**config.mk**
```make
export PLATFORM = sky130hd
export DESIGN_NAME = l1c_axi_master
export DESIGN_NICKNAME = d
export VERILOG_FILES = /design/src/rtl/l1c_axi_master_pkg.sv /design/src/rtl/axi_wstrb_gen.sv /design/src/rtl/l1c_axi_master.sv
export SDC_FILE = /design/constraint.sdc
export NUM_CORES = 1
export LEC_CHECK = 0
export CAP_MARGIN = 20
export CORE_MARGIN = 2
export CORE_UTILIZATION = 30
export DETAILED_ROUTE_END_ITERATION = 10
export PLACE_DENSITY = 0.69
export SETUP_SLACK_MARGIN = 0.15
export SYNTH_ARGS = -nofsm -noshare
export SYNTH_HDL_FRONTEND = slang
export SYNTH_HIERARCHICAL = 1
export SYNTH_SLANG_ARGS = --single-unit
```
**constraint.sdc**
```tcl
create_clock -name clk -period 3.55 [get_ports clk]
set_input_delay 0.71 -clock clk [delete_from_list [all_inputs] [get_ports clk]]
set_output_delay 0.71 -clock clk [all_outputs]
set_load 0.01 [all_outputs]
```
**src/rtl/l1c_axi_master_pkg.sv**
```systemverilog
// Shared definitions for the L1 cache AXI master.
// Holds the cache access-type encodings, the data width, the AXI constants driven on the
// address channels, and the master FSM state type.
package l1c_axi_master_pkg;

    localparam int unsigned DATA_BITS = 32;

    // Cache access-type encodings carried on mem_type.
    localparam logic [2:0] CACHE_BYTE    = 3'd0;
    localparam logic [2:0] CACHE_HWORD   = 3'd1;
    localparam logic [2:0] CACHE_WORD    = 3'd2;
    localparam logic [2:0] CACHE_BYTE_U  = 3'd4;
    localparam logic [2:0] CACHE_HWORD_U = 3'd5;

    // AXI constants.
    localparam logic [1:0] AXI_BURST_INCR = 2'b01;
    localparam logic [2:0] AXI_SIZE_WORD  = 3'b010;
    localparam logic [3:0] AXI_LEN_LINE   = 4'd3;
    localparam logic [3:0] AXI_LEN_SINGLE = 4'd0;
    localparam logic [3:0] AXI_ID         = 4'h0;

    typedef enum logic [2:0] {
        StIdle,
        StRaddr,
        StRdata,
        StWaddr,
        StWresp
    } state_e;

endpackage

```
**src/rtl/axi_wstrb_gen.sv**
```systemverilog
// Write-lane formatter: turns a cache store (type, low address bits, data) into the AXI write
// strobe and lane-replicated write data.
// Ports:
//   type_i    - cache access type (CACHE_* encoding)
//   addr_lo_i - byte address bits [1:0]
//   data_i    - store data, right-aligned
//   wstrb_o   - byte strobe for the 32-bit bus
//   wdata_o   - store data replicated across all lanes
module axi_wstrb_gen
    import l1c_axi_master_pkg::*;
(
    input  logic [2:0]           type_i,
    input  logic [1:0]           addr_lo_i,
    input  logic [DATA_BITS-1:0] data_i,
    output logic [3:0]           wstrb_o,
    output logic [DATA_BITS-1:0] wdata_o
);

    always_comb begin
        wstrb_o = 4'b1111;
        wdata_o = data_i;
        case (type_i)
            CACHE_BYTE, CACHE_BYTE_U: begin
                wstrb_o = 4'b0001 << addr_lo_i;
                wdata_o = {4{data_i[7:0]}};
            end
            CACHE_HWORD, CACHE_HWORD_U: begin
                wstrb_o = 4'b0011 << {addr_lo_i[1], 1'b0};
                wdata_o = {2{data_i[15:0]}};
            end
            default: begin
                wstrb_o = 4'b1111;
                wdata_o = data_i;
            end
        endcase
    end

endmodule

```
**src/rtl/l1c_axi_master.sv**
```systemverilog
// L1 cache to AXI3-style master bridge.
// Reads fetch a 4-beat INCR line burst and hand each beat to the cache as it arrives; writes
// issue a single-beat INCR store with lane strobes.
// Ports:
//   clk, rst                - clock, asynchronous active-high reset
//   mem_req/mem_write/...   - cache request side; mem_out/mem_wait report beats and completion
//   AR*/R*                  - AXI read address and read data channels
//   AW*/W*/B*               - AXI write address, write data and write response channels
module l1c_axi_master
    import l1c_axi_master_pkg::*;
(
    input  logic                 clk,
    input  logic                 rst,
    // Cache side
    input  logic                 mem_req,
    input  logic                 mem_write,
    input  logic [31:0]          mem_addr,
    input  logic [DATA_BITS-1:0] mem_in,
    input  logic [2:0]           mem_type,
    output logic [DATA_BITS-1:0] mem_out,
    output logic                 mem_wait,
    // AXI read address
    output logic [3:0]           ARID,
    output logic [31:0]          ARADDR,
    output logic [3:0]           ARLEN,
    output logic [2:0]           ARSIZE,
    output logic [1:0]           ARBURST,
    output logic                 ARVALID,
    input  logic                 ARREADY,
    // AXI read data
    input  logic [3:0]           RID,
    input  logic [DATA_BITS-1:0] RDATA,
    input  logic [1:0]           RRESP,
    input  logic                 RLAST,
    input  logic                 RVALID,
    output logic                 RREADY,
    // AXI write address
    output logic [3:0]           AWID,
    output logic [31:0]          AWADDR,
    output logic [3:0]           AWLEN,
    output logic [2:0]           AWSIZE,
    output logic [1:0]           AWBURST,
    output logic                 AWVALID,
    input  logic                 AWREADY,
    // AXI write data
    output logic [DATA_BITS-1:0] WDATA,
    output logic [3:0]           WSTRB,
    output logic                 WLAST,
    output logic                 WVALID,
    input  logic                 WREADY,
    // AXI write response
    input  logic [3:0]           BID,
    input  logic [1:0]           BRESP,
    input  logic                 BVALID,
    output logic                 BREADY
);

    state_e               state_q;
    logic [31:0]          addr_q;
    logic [DATA_BITS-1:0] data_q;
    logic [2:0]           type_q;
    logic [1:0]           beat_q;
    logic                 aw_done_q;
    logic                 w_done_q;
    logic                 arvalid_q;
    logic                 awvalid_q;
    logic                 wvalid_q;
    logic                 rready_q;
    logic                 bready_q;

    logic aw_fin;
    logic w_fin;

    // Response IDs and status codes are not used: one outstanding transaction, errors ignored.
    logic unused_axi;
    assign unused_axi = ^{RID, RRESP, BID, BRESP};

    // A channel counts as finished once it handshook now or in an earlier cycle.
    assign aw_fin = aw_done_q | (awvalid_q & AWREADY);
    assign w_fin  = w_done_q  | (wvalid_q  & WREADY);

    always_ff @(posedge clk or posedge rst) begin
        if (rst) begin
            state_q   <= StIdle;
            addr_q    <= '0;
            data_q    <= '0;
            type_q    <= '0;
            beat_q    <= '0;
            aw_done_q <= 1'b0;
            w_done_q  <= 1'b0;
            arvalid_q <= 1'b0;
            awvalid_q <= 1'b0;
            wvalid_q  <= 1'b0;
            rready_q  <= 1'b0;
            bready_q  <= 1'b0;
        end else begin
            case (state_q)
                StIdle: begin
                    if (mem_req) begin
                        addr_q <= mem_addr;
                        if (mem_write) begin
                            data_q    <= mem_in;
                            type_q    <= mem_type;
                            aw_done_q <= 1'b0;
                            w_done_q  <= 1'b0;
                            awvalid_q <= 1'b1;
                            wvalid_q  <= 1'b1;
                            state_q   <= StWaddr;
                        end else begin
                            arvalid_q <= 1'b1;
                            state_q   <= StRaddr;
                        end
                    end
                end
                StRaddr: begin
                    if (ARREADY) begin
                        arvalid_q <= 1'b0;
                        rready_q  <= 1'b1;
                        beat_q    <= '0;
                        state_q   <= StRdata;
                    end
                end
                StRdata: begin
                    if (RVALID) begin
                        beat_q <= beat_q + 2'd1;
                        // Early RLAST ends the burst just like the fourth beat does.
                        if (RLAST || beat_q == 2'd3) begin
                            beat_q   <= '0;
                            rready_q <= 1'b0;
                            state_q  <= StIdle;
                        end
                    end
                end
                StWaddr: begin
                    if (awvalid_q && AWREADY) begin
                        awvalid_q <= 1'b0;
                        aw_done_q <= 1'b1;
                    end
                    if (wvalid_q && WREADY) begin
                        wvalid_q <= 1'b0;
                        w_done_q <= 1'b1;
                    end
                    if (aw_fin && w_fin) begin
                        awvalid_q <= 1'b0;
                        wvalid_q  <= 1'b0;
                        aw_done_q <= 1'b0;
                        w_done_q  <= 1'b0;
                        bready_q  <= 1'b1;
                        state_q   <= StWresp;
                    end
                end
                StWresp: begin
                    if (BVALID) begin
                        bready_q <= 1'b0;
                        state_q  <= StIdle;
                    end
                end
                default: state_q <= StIdle;
            endcase
        end
    end

    // Beat and completion strobes are combinational so data reaches the cache with no delay.
    always_comb begin
        mem_wait = 1'b1;
        case (state_q)
            StIdle:  mem_wait = mem_req;
            StRdata: mem_wait = ~RVALID;
            StWresp: mem_wait = ~BVALID;
            default: mem_wait = 1'b1;
        endcase
    end

    assign mem_out = (state_q == StRdata && RVALID) ? RDATA : '0;

    assign ARID    = AXI_ID;
    assign ARADDR  = {addr_q[31:4], 4'b0000};
    assign ARLEN   = AXI_LEN_LINE;
    assign ARSIZE  = AXI_SIZE_WORD;
    assign ARBURST = AXI_BURST_INCR;
    assign ARVALID = arvalid_q;
    assign RREADY  = rready_q;

    assign AWID    = AXI_ID;
    assign AWADDR  = addr_q;
    assign AWLEN   = AXI_LEN_SINGLE;
    assign AWSIZE  = AXI_SIZE_WORD;
    assign AWBURST = AXI_BURST_INCR;
    assign AWVALID = awvalid_q;
    assign WLAST   = 1'b1;
    assign WVALID  = wvalid_q;
    assign BREADY  = bready_q;

    axi_wstrb_gen u_wstrb_gen (
        .type_i    (type_q),
        .addr_lo_i (addr_q[1:0]),
        .data_i    (data_q),
        .wstrb_o   (WSTRB),
        .wdata_o   (WDATA)
    );

endmodule

```
==> results.sh <==
export IMPL_status="finished clean"
export IMPL_ios=286
export IMPL_grt_util_met1_pct=16.9
export IMPL_cp_num_buf_inv=3
export IMPL_final_layout_size_suffix_gt1_share_pct=15.8
export IMPL_tns_ps=0
export IMPL_clock_fmax_mhz=323
export IMPL_cts_tree="done"
export IMPL_gr_total_overflow=0
export IMPL_maxSlewHeadroom_pct=56.0
export IMPL_grt_max_degree=43
export IMPL_grt_pass1_vias=3562
export IMPL_postCtsResizedCells=0
export IMPL_port_buffers=241
export IMPL_path_delay_family="buffers and inverters"
export IMPL_start_util_pct=31.0
export IMPL_firstDrtPassIters=4
export IMPL_avgSynthCellArea_um2=11.7
export IMPL_clkPwrFrac_pct=14.4
export IMPL_busiest_layer="met2"
export IMPL_cap_violations=0
export IMPL_switching_share_pct=34.7
export IMPL_comb_power_share_pct=56.1
export IMPL_hold_depth=1
export IMPL_end_kind="primary output"
export IMPL_antenna_found_initial=0
export IMPL_maxSlewViolCount=0
export IMPL_worstMarginPinSlew_ps=659
export IMPL_detail_route_wirelength_um=11300
export IMPL_pwr_share_seq_pct=29.5
export IMPL_power_density_mw_per_mm2=867
export IMPL_internal_power_mw=3.85
export IMPL_leakagePower_nw=2.84
export IMPL_seq_area_mm2=0.00195
export IMPL_ctsLongestPathBuffers=2
export IMPL_clkLatencyLatePin_ps=340
export IMPL_place_inst=741
export IMPL_die_area_mm2=0.0154
export IMPL_clock_skew_ps=6.08
export IMPL_area_growth_pct=56.8
export IMPL_cp_max_fo=33
export IMPL_synth_cells=370
export IMPL_setup_viol=0
export IMPL_timing_final_crit_share_pct=87.3
export IMPL_wire_per_inst_um=15.0
export IMPL_dp_hpwl_um=8590
export IMPL_total_power_mw=5.90
export IMPL_yosys_warnings=6
export IMPL_routed_via_density=4.42
export IMPL_cp_required_ps=2840
export IMPL_slowest_delay_ps=550
export IMPL_drtIter0Drc=104
export IMPL_vias=3339
export IMPL_met2_usage_pct=24.6
export IMPL_holdCritStartpoint="data_q[23]$_DFFE_PP0P_"
export IMPL_hold_violations=0
export IMPL_use_met3_pct=6.27
export IMPL_crit_top_cell="clkdlybuf4s50_1"
export IMPL_ir_drop_mv=0.483
export IMPL_ant_nets=0
export IMPL_cts_setup_buffers=0
export IMPL_clock_sinks=78
export IMPL_arrival_ps=2390
export IMPL_antenna_cells=0
export IMPL_num_nets_final=694
export IMPL_cp_cell_sequence="clkdlybuf4s50_1 -> nand2b_1 -> nor2_1 -> buf_4 -> and2_1 -> clkdlybuf4s50_1"
export IMPL_cts_inserted_buffers=9
export IMPL_worstHoldPathType="register to register"
export IMPL_crit_type="primary input to primary output"
export IMPL_timing_rr_start="state_q[2]$_DFFE_PP0P_"
export IMPL_layout_common_cells="clkdlybuf4s50_1, dfrtp_1, mux2_2"
export IMPL_die_w_um=124
export IMPL_synth_area_mm2=0.00434
export IMPL_cts_root_buf="clkbuf_16"
export IMPL_rsz0062_at_grt="no"
export IMPL_die_height_um=124
export IMPL_fin_cells=756
export IMPL_htree_num_levels=3
export IMPL_grt_total_usage_pct=14.6
export IMPL_routabilityCongestion=0.747
export IMPL_cts_hold_buffers=0
export IMPL_ff2ff_path_depth=3
export IMPL_cp_start_kind="primary input"
export IMPL_min_to="data_q[23]$_DFFE_PP0P_"
export IMPL_fill_cells=1255
export IMPL_rows=43
export IMPL_power_switching_mw=2.05
export IMPL_core_mm2=0.0140
export IMPL_drc_errors=0
export IMPL_fin_crit_ps=3100
export IMPL_cts_clk_slew_worst_paths_ps=50
export IMPL_layout_commonest_cell="clkdlybuf4s50_1"
export IMPL_grt_first_pass_wirelength_um=18100
export IMPL_r2r_end="data_q[5]$_DFFE_PP0P_"
export IMPL_critPathSlowestCell="clkdlybuf4s50_1"
export IMPL_multi_input_area_mm2=0.00185
export IMPL_rrSetupSlack_ps=1660
## how the worst max path moves through the flow
stage / startpoint / end / slack (ps) / cells after the start
3_5_place_dp: RVALID / mem_out[13] / 460 / 6
4_1_cts: RVALID / mem_out[30] / 450 / 6
6_report: RVALID / mem_out[13] / 450 / 6
2_1_floorplan: rst / ARVALID$_DFFE_PP0P_ / 840 / 1
3_3_place_gp: RVALID / mem_out[7] / 450 / 6
5_1_grt: RVALID / mem_out[4] / 320 / 6
## sequential cells by signal, indices dropped and copies added, names as in the netlist
signal and flops:
AWVALID 1, BREADY 1, ARVALID 1, RREADY 1
AWADDR 32, beat_q 2, WVALID 1, state_q 3
aw_done_q 1, type_q 2, w_done_q 1, data_q 32
## per-layer routing
| metal | wire length, um | vias up |
|---|---|---|
| met5 | 0 | - |
| met4 | 190 | 0 |
| met1 | 4560 | 1577 |
| met2 | 5560 | 184 |
| met3 | 1040 | 15 |
| li1 | - | 1563 |
## power by group through the flow
stage / clock network (mW) / registers, mW / logic [mW]
finish: 0.850 / 1.74 / 3.31
global route: 0.913 / 1.82 / 3.53
CTS: 0.891 / 1.75 / 3.36
detailed placement: 0 / 1.75 / 3.34
global placement: 0 / 1.73 / 3.30
floorplan: 0 / 1.71 / 1.86
## area by class of cell
class                           count  share of cell area, %
Tap cell                          180                   3.31
Multi-Input combinational cell    228                   27.2
Sequential cell                    78                   28.7
Clock inverter                      5                  0.533
Clock buffer                       10                   3.51
Inverter                            9                  0.515
Timing Repair Buffer              246                   36.2
## metrics by stage
| step | cell area [um^2] | util (%) | hold WS, ps | setup WS, ps |
|---|---|---|---|---|
| 6_report | 6800 | 48.6 | 493 | 451 |
| 3_5_place_dp | 6530 | 46.7 | 482 | 456 |
| 2_1_floorplan | 4450 | - | 457 | 845 |
| 5_1_grt | 6800 | 48.6 | 512 | 321 |
| 3_3_place_gp | 6530 | 46.7 | 470 | 452 |
| 4_1_cts | 6800 | 48.6 | 497 | 447 |
(Power assumes the default switching activity.)
